==> src/rtl/alu_pkg.sv <==
// Shared constants for the ALU issue sequencer: op codes, opcodes, FSM states.
// base_op() maps funct3 to the op code used when funct7 carries no modifier.
package alu_pkg;

  localparam logic [3:0] ALU_ADD  = 4'd0;
  localparam logic [3:0] ALU_SUB  = 4'd1;
  localparam logic [3:0] ALU_XOR  = 4'd2;
  localparam logic [3:0] ALU_OR   = 4'd3;
  localparam logic [3:0] ALU_AND  = 4'd4;
  localparam logic [3:0] ALU_SLL  = 4'd5;
  localparam logic [3:0] ALU_SRL  = 4'd6;
  localparam logic [3:0] ALU_SRA  = 4'd7;
  localparam logic [3:0] ALU_SLT  = 4'd8;
  localparam logic [3:0] ALU_SLTU = 4'd9;
  localparam logic [3:0] ALU_ERR  = 4'd10;

  localparam logic [6:0] OP_REG = 7'b0110011;
  localparam logic [6:0] OP_IMM = 7'b0010011;
  localparam logic [6:0] F7_ZERO = 7'b0000000;
  localparam logic [6:0] F7_ALT  = 7'b0100000;

  typedef enum logic [1:0] {
    IDLE   = 2'd0,
    DECODE = 2'd1,
    EXEC   = 2'd2,
    WB     = 2'd3
  } state_t;

  function automatic logic [3:0] base_op(input logic [2:0] f3);
    case (f3)
      3'b000:  base_op = ALU_ADD;
      3'b001:  base_op = ALU_SLL;
      3'b010:  base_op = ALU_SLT;
      3'b011:  base_op = ALU_SLTU;
      3'b100:  base_op = ALU_XOR;
      3'b101:  base_op = ALU_SRL;
      3'b110:  base_op = ALU_OR;
      default: base_op = ALU_AND;
    endcase
  endfunction

endpackage

==> src/rtl/alu_issue_decode.sv <==
// Combinational RV32I OP/OP-IMM decoder: instruction word -> ALU op code,
// immediate select/value and an illegal flag.
module alu_issue_decode
  import alu_pkg::*;
#(
  parameter int DATA_W = 32
) (
  input  logic [31:0]       instr,
  output logic [3:0]        alu_op,
  output logic              use_imm,
  output logic [DATA_W-1:0] imm,
  output logic              illegal
);

  logic [6:0] opc;
  logic [2:0] f3;
  logic [6:0] f7;
  logic       is_shift;
  logic       unused_fields;

  assign opc      = instr[6:0];
  assign f3       = instr[14:12];
  assign f7       = instr[31:25];
  assign is_shift = (f3 == 3'b001) || (f3 == 3'b101);
  assign unused_fields = ^instr[19:7];

  always_comb begin
    alu_op  = ALU_ERR;
    use_imm = 1'b0;
    imm     = '0;
    illegal = 1'b1;
    case (opc)
      OP_REG: begin
        if (f7 == F7_ZERO) begin
          alu_op  = base_op(f3);
          illegal = 1'b0;
        end else if (f7 == F7_ALT && f3 == 3'b000) begin
          alu_op  = ALU_SUB;
          illegal = 1'b0;
        end else if (f7 == F7_ALT && f3 == 3'b101) begin
          alu_op  = ALU_SRA;
          illegal = 1'b0;
        end
      end
      OP_IMM: begin
        use_imm = 1'b1;
        if (!is_shift) begin
          alu_op  = base_op(f3);
          imm     = {{(DATA_W-12){instr[31]}}, instr[31:20]};
          illegal = 1'b0;
        end else begin
          imm = {{(DATA_W-5){1'b0}}, instr[24:20]};
          if (f7 == F7_ZERO) begin
            alu_op  = base_op(f3);
            illegal = 1'b0;
          end else if (f7 == F7_ALT && f3 == 3'b101) begin
            alu_op  = ALU_SRA;
            illegal = 1'b0;
          end
        end
      end
      default: ;
    endcase
    // Illegal encodings issue ERR with zero operands regardless of opcode.
    if (illegal) begin
      alu_op  = ALU_ERR;
      use_imm = 1'b0;
      imm     = '0;
    end
  end

endmodule

==> src/rtl/alu_issue_ctrl.sv <==
// Four-state issue sequencer: accept, read/decode, execute, write back.
// One instruction in flight; the latched copy drives everything after accept.
module alu_issue_ctrl
  import alu_pkg::*;
#(
  parameter int DATA_W       = 32,
  parameter int REG_AW       = 5,
  parameter bit RD0_SUPPRESS = 1'b1
) (
  input  logic              clk,
  input  logic              rst,
  input  logic              instr_valid,
  input  logic [31:0]       instr,
  output logic              instr_ready,
  output logic [REG_AW-1:0] rs1_addr,
  output logic [REG_AW-1:0] rs2_addr,
  input  logic [DATA_W-1:0] rs1_data,
  input  logic [DATA_W-1:0] rs2_data,
  output logic [DATA_W-1:0] alu_in_1,
  output logic [DATA_W-1:0] alu_in_2,
  output logic [3:0]        alu_op,
  input  logic [DATA_W-1:0] alu_out,
  output logic              rd_we,
  output logic [REG_AW-1:0] rd_addr,
  output logic [DATA_W-1:0] rd_data,
  output logic              illegal,
  output logic              busy
);

  state_t              state_q, state_d;
  logic [31:0]         instr_q, instr_d;
  logic [DATA_W-1:0]   in1_q, in1_d, in2_q, in2_d, rdd_q, rdd_d;
  logic [3:0]          op_q, op_d;
  logic [REG_AW-1:0]   rd_q, rd_d;
  logic                ill_q, ill_d;

  logic [3:0]          dec_op;
  logic                dec_use_imm, dec_ill;
  logic [DATA_W-1:0]   dec_imm;

  alu_issue_decode #(.DATA_W(DATA_W)) u_dec (
    .instr   (instr_q),
    .alu_op  (dec_op),
    .use_imm (dec_use_imm),
    .imm     (dec_imm),
    .illegal (dec_ill)
  );

  always_comb begin
    state_d = state_q;
    instr_d = instr_q;
    in1_d   = in1_q;
    in2_d   = in2_q;
    op_d    = op_q;
    rd_d    = rd_q;
    rdd_d   = rdd_q;
    ill_d   = ill_q;
    case (state_q)
      IDLE: begin
        if (instr_valid) begin
          instr_d = instr;
          state_d = DECODE;
        end
      end
      DECODE: begin
        in1_d   = dec_ill ? '0 : rs1_data;
        in2_d   = dec_ill ? '0 : (dec_use_imm ? dec_imm : rs2_data);
        op_d    = dec_op;
        rd_d    = instr_q[11:7];
        ill_d   = dec_ill;
        state_d = EXEC;
      end
      EXEC: begin
        rdd_d   = alu_out;
        state_d = WB;
      end
      default: state_d = IDLE;
    endcase
  end

  always_ff @(posedge clk or posedge rst) begin
    if (rst) begin
      state_q <= IDLE;
      instr_q <= '0;
      in1_q   <= '0;
      in2_q   <= '0;
      op_q    <= '0;
      rd_q    <= '0;
      rdd_q   <= '0;
      ill_q   <= 1'b0;
    end else begin
      state_q <= state_d;
      instr_q <= instr_d;
      in1_q   <= in1_d;
      in2_q   <= in2_d;
      op_q    <= op_d;
      rd_q    <= rd_d;
      rdd_q   <= rdd_d;
      ill_q   <= ill_d;
    end
  end

  assign instr_ready = (state_q == IDLE);
  assign busy        = (state_q != IDLE);
  assign rs1_addr    = instr_q[19:15];
  assign rs2_addr    = instr_q[24:20];
  assign alu_in_1    = in1_q;
  assign alu_in_2    = in2_q;
  assign alu_op      = op_q;
  assign rd_addr     = rd_q;
  assign rd_data     = rdd_q;
  // Strobes are decoded from the WB state so they last exactly one cycle.
  assign rd_we   = (state_q == WB) && !ill_q && !(RD0_SUPPRESS && rd_q == '0);
  assign illegal = (state_q == WB) && ill_q;

endmodule

==> config.mk <==
export PLATFORM = sky130hd
export DESIGN_NAME = alu_issue_ctrl
export DESIGN_NICKNAME = d
export VERILOG_FILES = /design/src/rtl/alu_pkg.sv /design/src/rtl/alu_issue_decode.sv /design/src/rtl/alu_issue_ctrl.sv
export SDC_FILE = /design/constraint.sdc
export NUM_CORES = 1
export LEC_CHECK = 0
export ABC_AREA = 1
export BUFFER_PORTS_ARGS = -buffer_cell sky130_fd_sc_hd__buf_4
export CAP_MARGIN = 15
export CORE_MARGIN = 3
export CORE_UTILIZATION = 49
export CTS_CLUSTER_DIAMETER = 50
export DETAILED_ROUTE_END_ITERATION = 8
export GPL_TIMING_DRIVEN = 0
export PLACE_DENSITY = 0.88
export SLEW_MARGIN = 10
export SYNTH_ARGS = -nofsm -noshare
export SYNTH_HDL_FRONTEND = slang
export SYNTH_SLANG_ARGS = --single-unit
export TNS_END_PERCENT = 30
==> constraint.sdc <==
create_clock -name clk -period 5.1 [get_ports clk]
set_input_delay 1.02 -clock clk [delete_from_list [all_inputs] [get_ports clk]]
set_output_delay 1.02 -clock clk [all_outputs]
set_load 0.01 [all_outputs]
# Word-level counts from Yosys, hierarchy flattened
# Index checks and enable logic that the tools add are counted.
dict set report word_totals {
  word_cells 58
  output_inout_bits 119
  inputBits 131
  regBits 140
}
dict set report classes {
  mux 23
  n_eq_ne 13
  reduce_logical 14
}
# op n
set ops {}
lappend ops {{32-bit two-way mux} 5}
lappend ops {{4-bit one-hot mux with 7 select lines} 1}
lappend ops {{4-bit two-way mux} 6}
lappend ops {{7-bit by 6-bit equality test with 1-bit output, second input constant} 2}
lappend ops {{3-bit equality test, second input constant} 3}
lappend ops {{4-bit one-hot mux with 2 select lines} 1}
lappend ops {{7-bit by 5-bit equality test with 1-bit output, second input constant} 1}
lappend ops {{7-bit logical NOT} 1}
lappend ops {{1-bit two-way mux} 7}
lappend ops {{3-bit by 2-bit equality test with 1-bit output, second input constant} 2}
lappend ops {{2-bit one-hot mux with 3 select lines} 1}
lappend ops {{1-bit logical AND} 5}
lappend ops {{5-bit logical NOT} 1}
lappend ops {{2-bit equality test, second input constant} 2}
lappend ops {{3-bit by 1-bit equality test with 1-bit output, second input constant} 1}
lappend ops {{3-bit logical NOT} 1}
lappend ops {{2-bit by 1-bit equality test with 1-bit output, second input constant} 1}
lappend ops {{1-bit logical NOT} 2}
lappend ops {{2-bit logical NOT} 1}
lappend ops {{2-bit two-way mux} 1}
lappend ops {{2-bit != test, second input constant} 1}
lappend ops {{1-bit one-hot mux with 2 select lines} 1}
lappend ops {{2-bit AND reduction} 1}
lappend ops {{2-bit nonzero test} 1}
lappend ops {{1-bit logical OR} 1}

# Depth between registers and ports, before layout
dict set report logic_depth {
  depth_word 9
  depth_mapped 12
  depth_no_buf 11
}

# By module
# Synthesis repeated with hierarchy kept, for this count alone.
dict set report hier_totals {
  cells_unflattened 869
  area_unflattened_um2 6677.7
}
# module area_per_inst_um2 instances cells_each seq_area_each_um2
set modules_own_cells {}
lappend modules_own_cells {alu_issue_ctrl 6064.6 1 758 3503.4}
lappend modules_own_cells {alu_issue_decode 613.1 1 111 0.0}

# Worst setup path after synthesis
# Ideal clock, no wire load.
dict set report synth_path {
  path_type {input to register}
  from {input instr_valid}
  to {register instr_q[12]}
  arrival_time_ns 1.897
  path_buffers 2
  setup_ns 0.133
  required_time_ns 4.967
  setup_slack_ns 3.070
  stages 4
  cell_sequence {nand2_1 buf_1 clkbuf_1 a21oi_1}
}
dict set report synth_via {
  elab_chain_len 1
}
# element line_no
set synth_lines {}
lappend synth_lines {{start, declared} alu_issue_ctrl.sv:12} ;# input logic instr_valid,
lappend synth_lines {{2-bit AND reduction (no line)} n/a}
lappend synth_lines {{end signal, assigned} alu_issue_ctrl.sv:93} ;# instr_q <= instr_d;
lappend synth_lines {{end, declared} alu_issue_ctrl.sv:31} ;# logic [31:0] instr_q, instr_d;
# No other way between the ends.
# A chain may end at the register's enable or synchronous reset.

# Worst setup path after layout
dict set report layout_path {
  from {register rd_q[4], in the netlist rd_addr[4]}
  to {output rd_we}
}
dict set report layout_via {
  elab_chain_len 3
}
# element line_no
set layout_lines {}
lappend layout_lines {{start, declared} alu_issue_ctrl.sv:34} ;# logic [REG_AW-1:0] rd_q, rd_d;
lappend layout_lines {{start signal, assigned} alu_issue_ctrl.sv:97} ;# rd_q <= rd_d;
lappend layout_lines {{5-bit logical NOT} alu_issue_ctrl.sv:113} ;# assign rd_we = (state_q == WB) && !ill_q && !(RD0_SUPPRESS && rd_q == '0);
lappend layout_lines {{1-bit logical NOT} alu_issue_ctrl.sv:113}
lappend layout_lines {{1-bit logical AND} alu_issue_ctrl.sv:113}
lappend layout_lines {{end, declared} alu_issue_ctrl.sv:23} ;# output logic rd_we,
# No other way between the ends.

==> summary.md <==
| Metric | Value |
|---|---|
| PwrDens | `slightly below 500 mW/mm²` |
| Cell mode on critical path | `inv_1` |
| Comb power frac | `35.7%` |
| CTS max path bufs | `2` |
| Cells after synthesis | `roughly 740` |
| Finished Core Util | `72.9%` |
| Slowest Stage Delay on Critical Path | `0.38 ns` |
| P_leak | `5.10 nW` |
| CP Capture Point | `rd_we` |
| First-pass GRT wire length | `about 28000 µm` |
| Synth Area in XOR/XNOR | `0%` |
| I/O pins | `250` |
| P&R area growth vs syn | `42.9%` |
| Simple-gate share of the synthesized area | `28.2%` |
| Hold path depth | `2` |
| Data arrival time of the worst path | `1.46 ns` |
| Initial antenna violation count | `0` |
| Final worst slack | `2.62 ns` |
| Clk slew on worst S/H paths | `0.06 ns` |
| Proportion of synthesized area in mux cells | `4.78%` |
| Peak supply drop | `0.361 mV` |
| Rel. slew slack | `55.6%` |
| Post-synth EDFFs | `0` |
| Post_cts resized | `0` |
| Tmin final | `approximately 2.5 ns` |
| Clock latency on the worst-skew pair | `0.41 ns` |
| Inst Count DP | `1153` |
| R2R setup slack | `roughly 3 ns` |
| Hold path start | `rd_data[18]$_DFFE_PP0N_` |
| Largest net degree at the start of global routing | `78` |
| MaxCap Viol Count | `0` |
| Hold buffers post-CTS | `0` |
| Fmax | `0.404 GHz` |
| Cell internal pwr | `2.86 mW` |
| Clock sink count | `140` |
| WS Path Type | `reg -> out` |
| ANT nets after route | `0` |
| Root Buffer | `clkbuf_16` |
| Post-route insts no fill | `between 1000 and 1500` |
| TritonCTS clock tree | `done` |
| Most frequent cell after synthesis | `nand2_1` |
| Hold WC Path Type | `reg -> reg` |
| Largest area contributor in the netlist | `dfrtp_1` |
| Adder-cell share of the synthesized area | `0.804%` |
| # nets final | `1139` |
| # DRC | `0` |
| # Post-CTS Setup Buffers | `0` |
| Cts bufs inserted | `17` |
| Compound-Gate Fraction of Synth Area | `3.21%` |
| Total iterations of the first detailed-routing run | `7` |
| CP required | `4.08 ns` |
| Placer Congestion | `~0.88` |
| Crit-path cells | `inv_1 > nand3_1 > o311ai_0 > inv_1 > buf_4` |
| Switching share of total power | `about a third` |
| Worst Tran Pin Value | `0.666 ns` |
| Critical Path Stages | `5` |
| Synth top cells by count | `nand2_1, dfrtp_1, inv_1, nor2_1, mux2_2` |
| Clock group share of total power | `26.8%` |
| Sequential Power Share | `a little under two fifths` |
| Async SR Flop Fraction | `100%` |
| R2R Path End | `instr_q[14]$_DFFE_PP0P_` |
| Global route overflow | `0` |
| Die area | `0.0141 mm²` |
| Fin crit share | `48.6%` |
| WL final | `17500 µm` |
| CP bufs+invs | `3` |
| Crit Path Max Fanout | `2` |
| Post-synthesis sequential area ratio | `56.3%` |
| DIE HEIGHT | `119 µm` |
| WL/cell | `14.8 µm` |
| Final slew viol count | `0` |
| Worst setup path startpoint | `rd_addr[4]$_DFFE_PP0N_` |
| Site row count | `40` |
| Unique masters post-synth | `29` |
| Port Buf Inserts | `249` |
| Largest family of logic cells by synthesized area | `simple AND/OR/NAND/NOR gates` |
| R2R cell count | `6` |
| Net Count, Synth | `870` |
| Number of global-route vias before repair | `5714` |
| Top-area cell type share of the netlist area | `56.3%` |
| Crit path launch type | `register` |
| Ranking of synthesized cells by area | `dfrtp_1, nand2_1, mux2_2` |
| Avg Inst Size Synth | `8.47 µm²` |
| Hold Fails Final Rpt | `0` |
| Delay-heaviest family, CP | `flip-flops` |
| Synth warn | `0` |
| DR vias/cell | `4.87` |
| Cell Area, Synth | `roughly 0.0062 mm²` |
| CTS HTree Levels | `4` |
| DP Wirelength | `12800 µm` |
| Total GRT Usage | `25.0%` |
| Die W | `119 µm` |
| #FFs+latches synth | `140` |
| Layout cells sized above 1 | `approximately 33%` |
| Skew final | `between 0.008 and 0.009 ns` |
| Top_reg_cell synth | `dfrtp_1` |
| Unrepaired setup endpoints after global routing | `no` |
| Psw | `approximately 1.5 mW` |
| Fillers | `around 950` |
| Iter 0 DRT Violations | `566` |
| CP endpoint kind | `output pin` |
| Setup total negative slack | `0 ns` |
| R2R Path Start | `state_q[0]$_DFFE_PP0P_` |
| Vias | `5771` |
| Initial Utilization | `51.0%` |
| Setup violators final | `0` |
| Place WS | `2.54 ns` |
| CP max-delay cell | `dfrtp_1` |
| Final hold slack | `0.472 ns` |
| Status | `completed` |
| ANT cells | `0` |
| Core Region | `roughly 0.012 mm²` |
layout by cell type (no fill, tap or decap), drive strengths merged:
master / netlist / final
a21oi: 18 / 18
buf: 25 / 275
bufinv: 0 / 2
clkbuf: 17 / 40
clkinv: 0 / 5
clkinvlp: 0 / 1
dfrtp: 140 / 140
ha: 4 / 4
inv: 46 / 46
mux2: 22 / 22
mux2i: 5 / 5
nand2: 365 / 365
nand3: 21 / 21
nand4: 1 / 1
nor2: 48 / 48
nor3: 1 / 1
o21ai: 19 / 19
o22ai: 1 / 1
o311ai: 1 / 1
or2: 1 / 1
flip-flops by register name, indices dropped and copies added (netlist names):
register and cells:
rd_data 32, instr_q 32, state_q 2, ill_q 1
rd_addr 5, alu_in_1 32, alu_in_2 32, alu_op 4
area by class of cell:
| cell class | count | area, µm² | share of cell area (%) |
|---|---|---|---|
| repair buffers | 250 | 1900 | 21.3 |
| clock inverters | 8 | 92.6 | 1.04 |
| plain buffers | 42 | 244 | 2.74 |
| multi-input cells | 507 | 2310 | 25.9 |
| clock buffers | 23 | 468 | 5.26 |
| inverters | 46 | 178 | 2.00 |
| flip-flops and latches | 140 | 3500 | 39.4 |
| well taps | 168 | 210 | 2.36 |
per-stage QoR:
step           total power, mW  cell area (µm²)
6_report                  4.37             8900
5_1_grt                   4.65             8900
4_1_cts                   4.41             8900
3_5_place_dp              3.21             8340
3_3_place_gp              3.14             8310
2_1_floorplan             2.49             6230
layer usage:
metal / global-route usage (%) / vias to the layer above / wire (µm) / part of all wire, %
met4: 9.85 / 0 / 384 / 2.2
met3: 7.99 / 34 / 1320 / 7.5
met2: 41.6 / 249 / 8910 / 51
met1: 30.3 / 2702 / 6890 / 39
li1: - / 2786 / - / -
met5: 0 / - / 0 / 0
power by group through the flow:
stage | Clock (mW) | Sequential (mW) | Combinational [mW]
6_report | 1.17 | 1.64 | 1.56
5_1_grt | 1.25 | 1.68 | 1.73
4_1_cts | 1.19 | 1.64 | 1.58
3_5_place_dp | 0 | 1.65 | 1.56
3_3_place_gp | 0 | 1.63 | 1.51
2_1_floorplan | 0 | 1.69 | 0.803
kinds of logic after synthesis:
family                   count (synthesis)
AND/OR/NAND/NOR                        437
flip-flops                             140
buffers and inverters                   88
AO/OA/AOI/OAI                           39
multiplexers                            27
adder cells (fa/ha/maj)                  4
worst min-delay path by stage:
stage,endpoint
2_1_floorplan,rd_addr[1]$_DFFE_PP0N_
3_3_place_gp,rd_data[30]$_DFFE_PP0N_
3_5_place_dp,rd_data[11]$_DFFE_PP0N_
4_1_cts,rd_data[11]$_DFFE_PP0N_
5_1_grt,rd_data[14]$_DFFE_PP0N_
6_report,rd_data[18]$_DFFE_PP0N_
worst register-to-register path: cells and delay by family, from the launching register on:
kind | cells | cell delay (ns)
AO/OA/AOI/OAI | 1 | 0.13
adder cells (fa/ha/maj) | 1 | 0.25
buffers and inverters | 3 | 0.93
flip-flops | 1 | 0.37
AND/OR/NAND/NOR | 1 | 0.28
No activity file was read; power rests on OpenSTA's default activity.
